<file path="src/rtl/module_lector_7segmentos.sv">
// rtl/module_lector_7segmentos.sv - debounced readback decoder for a multiplexed 7-segment display bus
module module_lector_7segmentos #(
    parameter int N_DIGITS      = 4,
    parameter int STABLE_CYCLES = 4
) (
    input  logic                  clk,
    input  logic                  rst,
    input  logic [6:0]            segmentos,
    input  logic [N_DIGITS-1:0]   anodo,
    output logic [4*N_DIGITS-1:0] digitos,
    output logic [N_DIGITS-1:0]   valido,
    output logic [N_DIGITS-1:0]   error,
    output logic                  todos_validos,
    output logic                  actualizado
);

    localparam int CNT_W = $clog2(STABLE_CYCLES + 1);
    localparam int S_W   = N_DIGITS + 7;
    localparam logic [CNT_W-1:0] CNT_STABLE = CNT_W'(STABLE_CYCLES);
    localparam logic [CNT_W-1:0] CNT_ONE    = CNT_W'(1);

    logic [S_W-1:0]        s_q, s_d;
    logic [CNT_W-1:0]      cnt_q, cnt_d;
    logic                  hecho_q, hecho_d;
    logic [4*N_DIGITS-1:0] digitos_q, digitos_d;
    logic [N_DIGITS-1:0]   valido_q, valido_d;
    logic [N_DIGITS-1:0]   error_q, error_d;
    logic                  act_q, act_d;

    logic [S_W-1:0]      sample_in;
    logic [N_DIGITS-1:0] anodo_q;
    logic                anodo_onehot;
    logic                commit;
    logic [3:0]          dec_dig;
    logic                dec_val;
    logic                dec_err;

    assign sample_in    = {anodo, segmentos};
    assign anodo_q      = s_q[S_W-1:7];
    assign anodo_onehot = (anodo_q != '0) && ((anodo_q & (anodo_q - N_DIGITS'(1))) == '0);

    // Debounce: restart the run on any change, otherwise count up and commit once at the threshold
    always_comb begin
        s_d     = s_q;
        cnt_d   = cnt_q;
        hecho_d = hecho_q;
        commit  = 1'b0;
        if (sample_in != s_q) begin
            s_d     = sample_in;
            cnt_d   = CNT_ONE;
            hecho_d = 1'b0;
        end else begin
            if (cnt_q < CNT_STABLE) begin
                cnt_d = cnt_q + CNT_ONE;
            end
            if ((cnt_q == CNT_STABLE) && !hecho_q && anodo_onehot) begin
                commit  = 1'b1;
                hecho_d = 1'b1;
            end
        end
    end

    // Pattern decode of the held sample; blank reads as F, any unknown code as E with error
    always_comb begin
        dec_dig = 4'hE;
        dec_val = 1'b0;
        dec_err = 1'b1;
        case (s_q[6:0])
            7'h7E: begin dec_dig = 4'd0; dec_val = 1'b1; dec_err = 1'b0; end
            7'h30: begin dec_dig = 4'd1; dec_val = 1'b1; dec_err = 1'b0; end
            7'h6D: begin dec_dig = 4'd2; dec_val = 1'b1; dec_err = 1'b0; end
            7'h79: begin dec_dig = 4'd3; dec_val = 1'b1; dec_err = 1'b0; end
            7'h33: begin dec_dig = 4'd4; dec_val = 1'b1; dec_err = 1'b0; end
            7'h5B: begin dec_dig = 4'd5; dec_val = 1'b1; dec_err = 1'b0; end
            7'h5F: begin dec_dig = 4'd6; dec_val = 1'b1; dec_err = 1'b0; end
            7'h70: begin dec_dig = 4'd7; dec_val = 1'b1; dec_err = 1'b0; end
            7'h7F: begin dec_dig = 4'd8; dec_val = 1'b1; dec_err = 1'b0; end
            7'h73: begin dec_dig = 4'd9; dec_val = 1'b1; dec_err = 1'b0; end
            7'h00: begin dec_dig = 4'hF; dec_val = 1'b0; dec_err = 1'b0; end
            default: begin dec_dig = 4'hE; dec_val = 1'b0; dec_err = 1'b1; end
        endcase
    end

    // Slot write: only the slot selected by the held anode changes; flag a pulse if its contents differ
    always_comb begin
        digitos_d = digitos_q;
        valido_d  = valido_q;
        error_d   = error_q;
        act_d     = 1'b0;
        for (int i = 0; i < N_DIGITS; i++) begin
            if (commit && anodo_q[i]) begin
                if ({digitos_q[4*i +: 4], valido_q[i], error_q[i]} != {dec_dig, dec_val, dec_err}) begin
                    act_d = 1'b1;
                end
                digitos_d[4*i +: 4] = dec_dig;
                valido_d[i]         = dec_val;
                error_d[i]          = dec_err;
            end
        end
    end

    // State registers; reset drops any partial sample and blanks every slot
    always_ff @(posedge clk) begin
        if (rst) begin
            s_q       <= '0;
            cnt_q     <= '0;
            hecho_q   <= 1'b0;
            digitos_q <= {N_DIGITS{4'hF}};
            valido_q  <= '0;
            error_q   <= '0;
            act_q     <= 1'b0;
        end else begin
            s_q       <= s_d;
            cnt_q     <= cnt_d;
            hecho_q   <= hecho_d;
            digitos_q <= digitos_d;
            valido_q  <= valido_d;
            error_q   <= error_d;
            act_q     <= act_d;
        end
    end

    assign digitos       = digitos_q;
    assign valido        = valido_q;
    assign error         = error_q;
    assign todos_validos = &valido_q;
    assign actualizado   = act_q;

endmodule

</file>
<file path="config.mk">
export PLATFORM = sky130hd
export DESIGN_NAME = module_lector_7segmentos
export DESIGN_NICKNAME = d
export VERILOG_FILES = /design/src/rtl/module_lector_7segmentos.sv
export SDC_FILE = /design/constraint.sdc
export NUM_CORES = 1
export LEC_CHECK = 0
export BUFFER_PORTS_ARGS = -buffer_cell sky130_fd_sc_hd__buf_2
export CAP_MARGIN = 0
export CELL_PAD_IN_SITES_DETAIL_PLACEMENT = 1
export CELL_PAD_IN_SITES_GLOBAL_PLACEMENT = 1
export CORE_MARGIN = 1.5
export CORE_UTILIZATION = 41
export DETAILED_ROUTE_END_ITERATION = 7
export PLACE_DENSITY_LB_ADDON = 0.1
export SLEW_MARGIN = 30
export SYNTH_ARGS = -nofsm -noshare
export SYNTH_HDL_FRONTEND = slang
export SYNTH_SLANG_ARGS = --single-unit
export TNS_END_PERCENT = 30
</file>
<file path="constraint.sdc">
create_clock -name clk -period 3.4 [get_ports clk]
set_input_delay 0.17 -clock clk [delete_from_list [all_inputs] [get_ports clk]]
set_output_delay 0.17 -clock clk [all_outputs]
set_load 0.02 [all_outputs]
</file>
==> metrics.txt, run 1 <==
outcome=finished clean; Post-CTS Setup Repair Bufs=0; post-synth cell types=55; Hold Crit Class=input port to flop; Mean Syn Cell Area=8.57 sq um; cell accounting for the most synthesized area=dfxtp_1; cts repair resizes=0; share of the yosys chip area belonging to registers=36.8%; total wire length=between 5000 and 6000 um; CP Capture Type=flop; fraction of the mapped netlist area in adder cells=1.15%; die height=75.9 um; Peak Freq=339 MHz; RSZ-0062 raised after global routing=no; Hold Path Stages=2; crit-path max cell delay=between 0.5 and 0.6 ns; ys flop type=dfxtp_1; crit path capture=actualizado$_SDFF_PP0_; fraction of layout cells with a size suffix above 1=19.9%; Tmin final=between 2 and 3 ns; H-tree depth=2; largest net degree at the start of global routing=40; Setup CP Type=flop to flop; EDFF count, synth=0; initial antenna violation count=0; Syn Nets=269; clock slew at reported path FFs=0.08 ns; Post-Synth XOR/XNOR Area=11.3%; drt drc=0; 1st-iter DRT viols=107; boundary pin count=39; CTS tree=yes; Clk Latency, worst-skew pair=about 0.29 ns; clk buf depth=2; Max IR drop VDD=181 uV; # fillers=648; slew margin rel.=48.6%; Reg area=801 sq um; critical-path cell list=or4_1 -> o32ai_1 -> o21ai_2 -> a21oi_2 -> a2bb2oi_1 -> or4_1 -> nand3_1 -> a41oi_1; area of the multi-input gates=between 1000 and 1500 sq um; Starting Density=42.6%; vias per cell=5.47; largest family of logic cells by synthesized area=simple AND/OR/NAND/NOR gates; Static Leak=0.000964 uW; most used cell, CP=or4_1; Post-DRT Antenna Nets=0; cell family with most CP delay=simple AND/OR/NAND/NOR gates; ratio of total power to cell area=between 300 and 400 nW/um^2; Slew Limit Fails=0; post-route setup TNS=0 ns; final setup fails=0; reg2reg start=s_q[0]$_SDFFE_PP0P_; Post-Syn Instances=254; drt first pass iters=4; gp weighted congestion=0.820; clk sinks=40; CTS root buf=clkbuf_8; area of the core=5110 sq um; crit share post-route=86.8%; Critical Path Slowest Stage Cell=or4_1; GRT Util Overall=21.9%; first-pass GRT wire length=approximately 9400 um; CP Buf/Inv Count=0; Fin. Hold Viols=0; Max Cap Viol=0; WP data required=3.54 ns; total congestion overflow=0; Synth async-reset ratio=0%; Startpoint Class=flop; Synth area leaders=dfxtp_1 37%, xor2_1 7.2%, a211o_1 6.4%, nand2_1 4.3%, xnor2_1 4.0%; filler-free cell count of the finished design=356; DP Cell Count=349; number of global-route vias before repair=1920; mapped cell area=2180 sq um; Port Buffers=38; ANT cells=0; Cell Rows=26; FF-to-FF setup slack=0.45 ns; Setup WS pre-CTS=0.465 ns; Die ar.=5760 sq um; mux share of post-synthesis cell area=1.44%; Final WS setup=approximately 0.45 ns; per-cell routed wire length=around 16 um; warnings from Yosys=0; Vias=1947; Synth Area in Simple Gates=roughly a quarter; cells on worst reg2reg path=8; hold-fix buffers at CTS=0; critical path depth=8; Critical Path AT=3.09 ns; Die X=~76 um; Yosys top cell area share=about 37%; placed wire-length estimate=4160 um; fin nets=approximately 300; CP Max Fanout=16; worst-margin pin slew=~0.77 ns; layout overhead on the synthesized area=14.3%; Reg-to-Reg End=actualizado$_SDFF_PP0_; Synth Area in Compound Gates=19.4%; CTS Buf Count=5; critical path startpoint=s_q[0]$_SDFFE_PP0P_; Worst Skew=0.00395 ns; FF+latch count, synth=40
[per-layer routing]
metal / up-vias / wire length (um) / global-route usage, %
met5: - / 0 / 0
met4: 0 / 78 / 8.73
met3: 9 / 152 / 3.04
met2: 25 / 2690 / 34.8
met1: 948 / 2910 / 29.9
li1: 965 / - / -
[kinds of logic (layout without fill, tap and decap cells)]
kind of cell             count (synthesis)  after routing
AND/OR/NAND/NOR                        105            105
AO/OA/AOI/OAI                           57             57
flip-flops                              40             40
XOR/XNOR                                28             28
buffers and inverters                   19             51
multiplexers                             3              3
adder cells (fa/ha/maj)                  2              2
[report_power, final]
part | switching [uW] | internal, uW | total [uW] | leakage, uW
clock network | 164 | 181 | 345 | 0.0000503
logic | 42.2 | 34.8 | 76.9 | 0.000587
registers | 19.3 | 476 | 495 | 0.000326
total | 226 | 691 | 917 | 0.000964
[metrics by stage]
step	utilization (%)	area (sq um)	power, uW	hold WS [ns]
final	48.7	2490	917	0.111
after global routing	48.7	2490	952	0.114
after global placement	46.8	2390	582	0.411
after floorplan	-	2180	559	0.298
after detailed placement	46.8	2390	583	0.415
after CTS	48.7	2490	924	0.112
[worst reg2reg max path: stages (launching register included)]
cell and delay [ns]:
dfxtp_1 0.40, or4_1 0.56, o32ai_1 0.18, o21ai_2 0.30, a21oi_2 0.46, a2bb2oi_1 0.13, or4_1 0.55, nand3_1 0.10
a41oi_1 0.10
[cell type report]
cell class	count	area share [%]
Clock buffer	7	3.87
Tap cell	70	3.52
Multi-Input combinational cell	195	51.4
Timing Repair Buffer	41	8.55
Sequential cell	40	32.2
Inverter	3	0.452
[sequential cells by signal, indices dropped and copies added, names as in the netlist]
signal / count
digitos: 16
s_q: 11
error: 4
valido: 4
cnt_q: 3
actualizado: 1
hecho_q: 1
[synth_stat cells, types with 2 or more instances]
cell      instances
or3_1             2
nor2b_1          12
nand2_1          25
o21a_1            2
xnor2_1          10
buf_6             2
dfxtp_1          40
nor2_1           20
nor4_1            2
and3_1            6
or4_1             3
clkbuf_1          8
nor3b_1           2
a211o_1          16
nand3_1           9
o21ai_0           3
a31oi_1           3
inv_1             3
mux2i_1           2
a21oi_1          16
and2_1            3
o211ai_1          2
xor2_1           18
ha_1              2
nand4_1           2
buf_2             5
nor3_1            8
[worst min path at each step]
stage	start	end	slack, ns
floorplan	segmentos[0]	s_q[0]$_SDFFE_PP0P_	0.30
global placement	anodo[3]	s_q[10]$_SDFFE_PP0P_	0.41
detailed placement	anodo[0]	s_q[7]$_SDFFE_PP0P_	0.41
CTS	segmentos[2]	s_q[2]$_SDFFE_PP0P_	0.11
global route	anodo[1]	s_q[8]$_SDFFE_PP0P_	0.11
finish	segmentos[2]	s_q[2]$_SDFFE_PP0P_	0.11
[cell usage in the layout (no fill, tap or decap), types with 3 or more instances in the layout]
cell type	instances
dfxtp_1	40
xor2_1	18
and3_1	6
o21ai_0	3
nand3_1	9
buf_4	3
inv_1	3
and2_1	3
clkbuf_8	7
nor3_1	8
xnor2_1	10
nor2b_1	12
a31oi_1	3
or4_1	3
nand2_1	25
a21oi_1	16
nor2_1	20
a211o_1	16
buf_2	38
Note: power is estimated with default switching activity, not from simulation.
==> run 2: changes to the inputs <==
ABC_AREA = 1   (was unset)
CORE_UTILIZATION = 40   (was 41)
==> run 2 against run 1 <==
Non-clock buffer count down 3. Global-route usage down 0.40 points. Clock skew up 0.0048 ns. Combinational power up 31%. Sequential cell count unchanged. Sequential power down 2%. Worst setup slack better by 0.99 ns. Cell count up 31%. Maximum frequency up 51%.
==> metrics.txt, run 2 <==
cts repair resizes=0 (unchanged); largest net degree at the start of global routing=24 (was 40); share of the yosys chip area belonging to registers=32.8% (was 36.8%); Cell Rows=28 (was 26); Starting Density=41.2% (was 42.6%); NetSw=248 uW (was 226 uW); crit path capture=actualizado$_SDFF_PP0_ (unchanged); sequential power share=46.5% (was 54.0%); slew margin rel.=63.3% (was 48.6%); Max IR drop VDD=174 uV (was 181 uV); cells on worst reg2reg path=14 (was 8); Synth async-reset ratio=0% (unchanged); Max Cap Viol=0 (unchanged); hold-fix buffers at CTS=0 (unchanged); FF+latch count, synth=40 (unchanged); CTS root buf=clkbuf_8 (unchanged); Slew Limit Fails=0 (unchanged); met1 usage=25.9% (was 29.9%); Comb pwr share=9.6% (was 8.4%); clk buf depth=2 (unchanged); Die ar.=6580 sq um (was 5760 sq um); WP data required=3.58 ns (was 3.54 ns); Synth area leaders=dfxtp_1 33%, nand2_1 15%, inv_1 6.6%, nor2_4 5.5%, nor2_1 4.9% (was dfxtp_1 37%, xor2_1 7.2%, a211o_1 6.4%, nand2_1 4.3%, xnor2_1 4.0%); per-cell routed wire length=13.9 um (was 16.4 um); CP Max Fanout=8 (was 16); Peak Freq=510 MHz (was 339 MHz); Post-DRT Antenna Nets=0 (unchanged); Worst Skew=0.00875 ns (was 0.00395 ns); Reg-to-Reg End=actualizado$_SDFF_PP0_ (unchanged); Clk Latency, worst-skew pair=0.29 ns (about the same); worst-margin pin slew=0.550 ns (was 0.771 ns); total congestion overflow=0 (unchanged); fin nets=408 (was 301); CTS tree=yes (unchanged); post-synth cell types=30 (was 55); # fillers=811 (was 648); clock slew at reported path FFs=0.08 ns (about the same); Vias=2301 (was 1947); reg2reg start=s_q[1]$_SDFFE_PP0P_ (was s_q[0]$_SDFFE_PP0P_); crit share post-route=57.6% (was 86.8%); drt first pass iters=4 (unchanged); Yosys top cell area share=32.8% (was 36.8%); Tmin final=1.96 ns (was 2.95 ns); global route hottest layer=met2 (unchanged); Post-Syn Instances=351 (was 254); cell accounting for the most synthesized area=dfxtp_1 (unchanged); area of the core=5920 sq um (was 5110 sq um); Critical Path AT=2.14 ns (was 3.09 ns); top cells by count, synth=100 x nand2_1, 43 x inv_1, 40 x dfxtp_1, 32 x nor2_1, 14 x o211ai_1 (was 40 x dfxtp_1, 25 x nand2_1, 20 x nor2_1, 18 x xor2_1); 1st-iter DRT viols=47 (was 107); number of global-route vias before repair=2274 (was 1920); final setup fails=0 (unchanged); Setup CP Type=flop to flop (unchanged); Syn Nets=366 (was 269); ANT cells=0 (unchanged); CTS Buf Count=5 (unchanged); CP Capture Type=flop (unchanged); met3 usage=4.04% (was 3.04%); H-tree depth=2 (unchanged); commonest non-fill, non-tap cell in the layout=nand2_1 (was dfxtp_1); clock network power share=43.9% (was 37.6%); placed wire-length estimate=5120 um (was 4160 um); post-route setup TNS=0 ns (unchanged); critical path startpoint=s_q[1]$_SDFFE_PP0P_ (was s_q[0]$_SDFFE_PP0P_); Static Leak=0.00136 uW (was 0.000964 uW); total power=1050 uW (was 917 uW); first-pass GRT wire length=10700 um (was 9430 um); Fin. Hold Viols=0 (unchanged); ys flop type=dfxtp_1 (unchanged); commonest non-fill, non-tap cells in the layout=100 x nand2_1, 43 x inv_1, 40 x dfxtp_1 (was 40 x dfxtp_1, 38 x buf_2, 25 x nand2_1); drt drc=0 (unchanged); clk sinks=40 (unchanged); boundary pin count=39 (unchanged); Mean Syn Cell Area=6.95 sq um (was 8.57 sq um); Pint=799 uW (was 691 uW); Post-CTS Setup Repair Bufs=0 (unchanged); Port Buffers=38 (unchanged); total wire length=6530 um (was 5840 um); FF-to-FF setup slack=1.44 ns (was 0.45 ns); RSZ-0062 raised after global routing=no (unchanged); Startpoint Class=flop (unchanged); Die X=81.1 um (was 75.9 um); warnings from Yosys=0 (unchanged); outcome=finished clean (unchanged); layout overhead on the synthesized area=16.5% (was 14.3%); initial antenna violation count=0 (unchanged); cell with the most instances after synthesis=nand2_1 (was dfxtp_1); M2 GR Usage=39.3% (was 34.8%); EDFF count, synth=0 (unchanged); fraction of layout cells with a size suffix above 1=23.7% (was 19.9%); GRT Util Overall=21.5% (was 21.9%); Hold Crit Class=input port to flop (unchanged); sw frac=23.7% (was 24.6%); mapped cell area=2440 sq um (was 2180 sq um); ratio of total power to cell area=369 nW/um^2 (about the same); gp weighted congestion=0.840 (was 0.820); max reg flops=16 (unchanged); vias per cell=4.92 (was 5.47); die height=81.1 um (was 75.9 um)
## run 2: changes by cell type after synthesis, sizes merged, moves of 6 or more
cell    previous run  this run
nor2              20        49
buf                8         0
nand2             25       118
nand3              9        15
a21oi             18        12
nor2b             12         0
o211ai             2        14
xor2              18         6
a211o             16         0
inv                3        50
nand4              2        11
## run 2: worst max-delay path, stage by stage (launching register included)
cell and delay [ns]:
dfxtp_1 0.44, inv_2 0.06, nand2_1 0.08, nor2_1 0.05, nand2_1 0.13, nand2_1 0.12
nor2_4 0.22, nand2_4 0.13, xnor2_1 0.16, a21oi_1 0.15, nand2_1 0.07, nand2_1 0.05
nand2_1 0.05, nor2_1 0.09, nor2_1 0.04
## run 2: how the worst min path moves through the flow
stage | startpoint | to | slack (ns) | depth (start not counted)
2_1_floorplan | rst | digitos[10]$_SDFFE_PP1P_ | 0.27 | 2
3_3_place_gp | segmentos[5] | s_q[5]$_SDFFE_PP0P_ | 0.40 | 3
3_5_place_dp | anodo[1] | s_q[8]$_SDFFE_PP0P_ | 0.41 | 3
4_1_cts | anodo[1] | s_q[8]$_SDFFE_PP0P_ | 0.08 | 3
5_1_grt | anodo[1] | s_q[8]$_SDFFE_PP0P_ | 0.09 | 3
6_report | anodo[1] | s_q[8]$_SDFFE_PP0P_ | 0.09 | 3
## run 2: layout make-up
| type | instances | area [sq um] | share of cell area [%] |
|---|---|---|---|
| multi-input combinational | 258 | 1440 | 50.7 |
| sequential | 40 | 801 | 28.2 |
| timing repair buffer | 38 | 190 | 6.69 |
| inverter | 50 | 188 | 6.61 |
| tap | 75 | 93.8 | 3.30 |
| clock buffer | 5 | 68.8 | 2.42 |
| clock inverter | 2 | 60.1 | 2.11 |
## run 2: cell families (layout without fill, tap and decap cells)
family	Yosys count	in the layout	synth area share, %
AO/OA/AOI/OAI	33	33	8.56
XOR/XNOR	14	14	5.03
adder cells (fa/ha/maj)	2	2	1.03
buffers and inverters	53	95	8.15
flip-flops	40	40	32.8
AND/OR/NAND/NOR	209	209	44.4
## run 2: layer usage
metal | routed length [um] | vias to the layer above
met5 | 0 | -
met4 | 59 | 0
li1 | - | 1196
met1 | 3080 | 1065
met3 | 208 | 6
met2 | 3180 | 34
## run 2: stage by stage
stage                     hold slack [ns]  area [sq um]  setup WS, ns  util (%)  cells
after floorplan                     0.270          2440          1.74         -    351
after global placement              0.400          2710          1.47      45.8    461
after detailed placement            0.406          2710          1.42      45.8    461
after CTS                          0.0839          2840          1.40      48.0    468
after global routing               0.0882          2840          1.18      48.0    468
final                              0.0925          2840          1.44      48.0    468
## run 2: power groups by stage
stage / registers [uW] / clock network (uW) / logic, uW
after floorplan: 495 / 0 / 73.3
after global routing: 489 / 486 / 115
after global placement: 497 / 0 / 99.4
final: 487 / 460 / 101
after CTS: 487 / 473 / 102
after detailed placement: 498 / 0 / 101
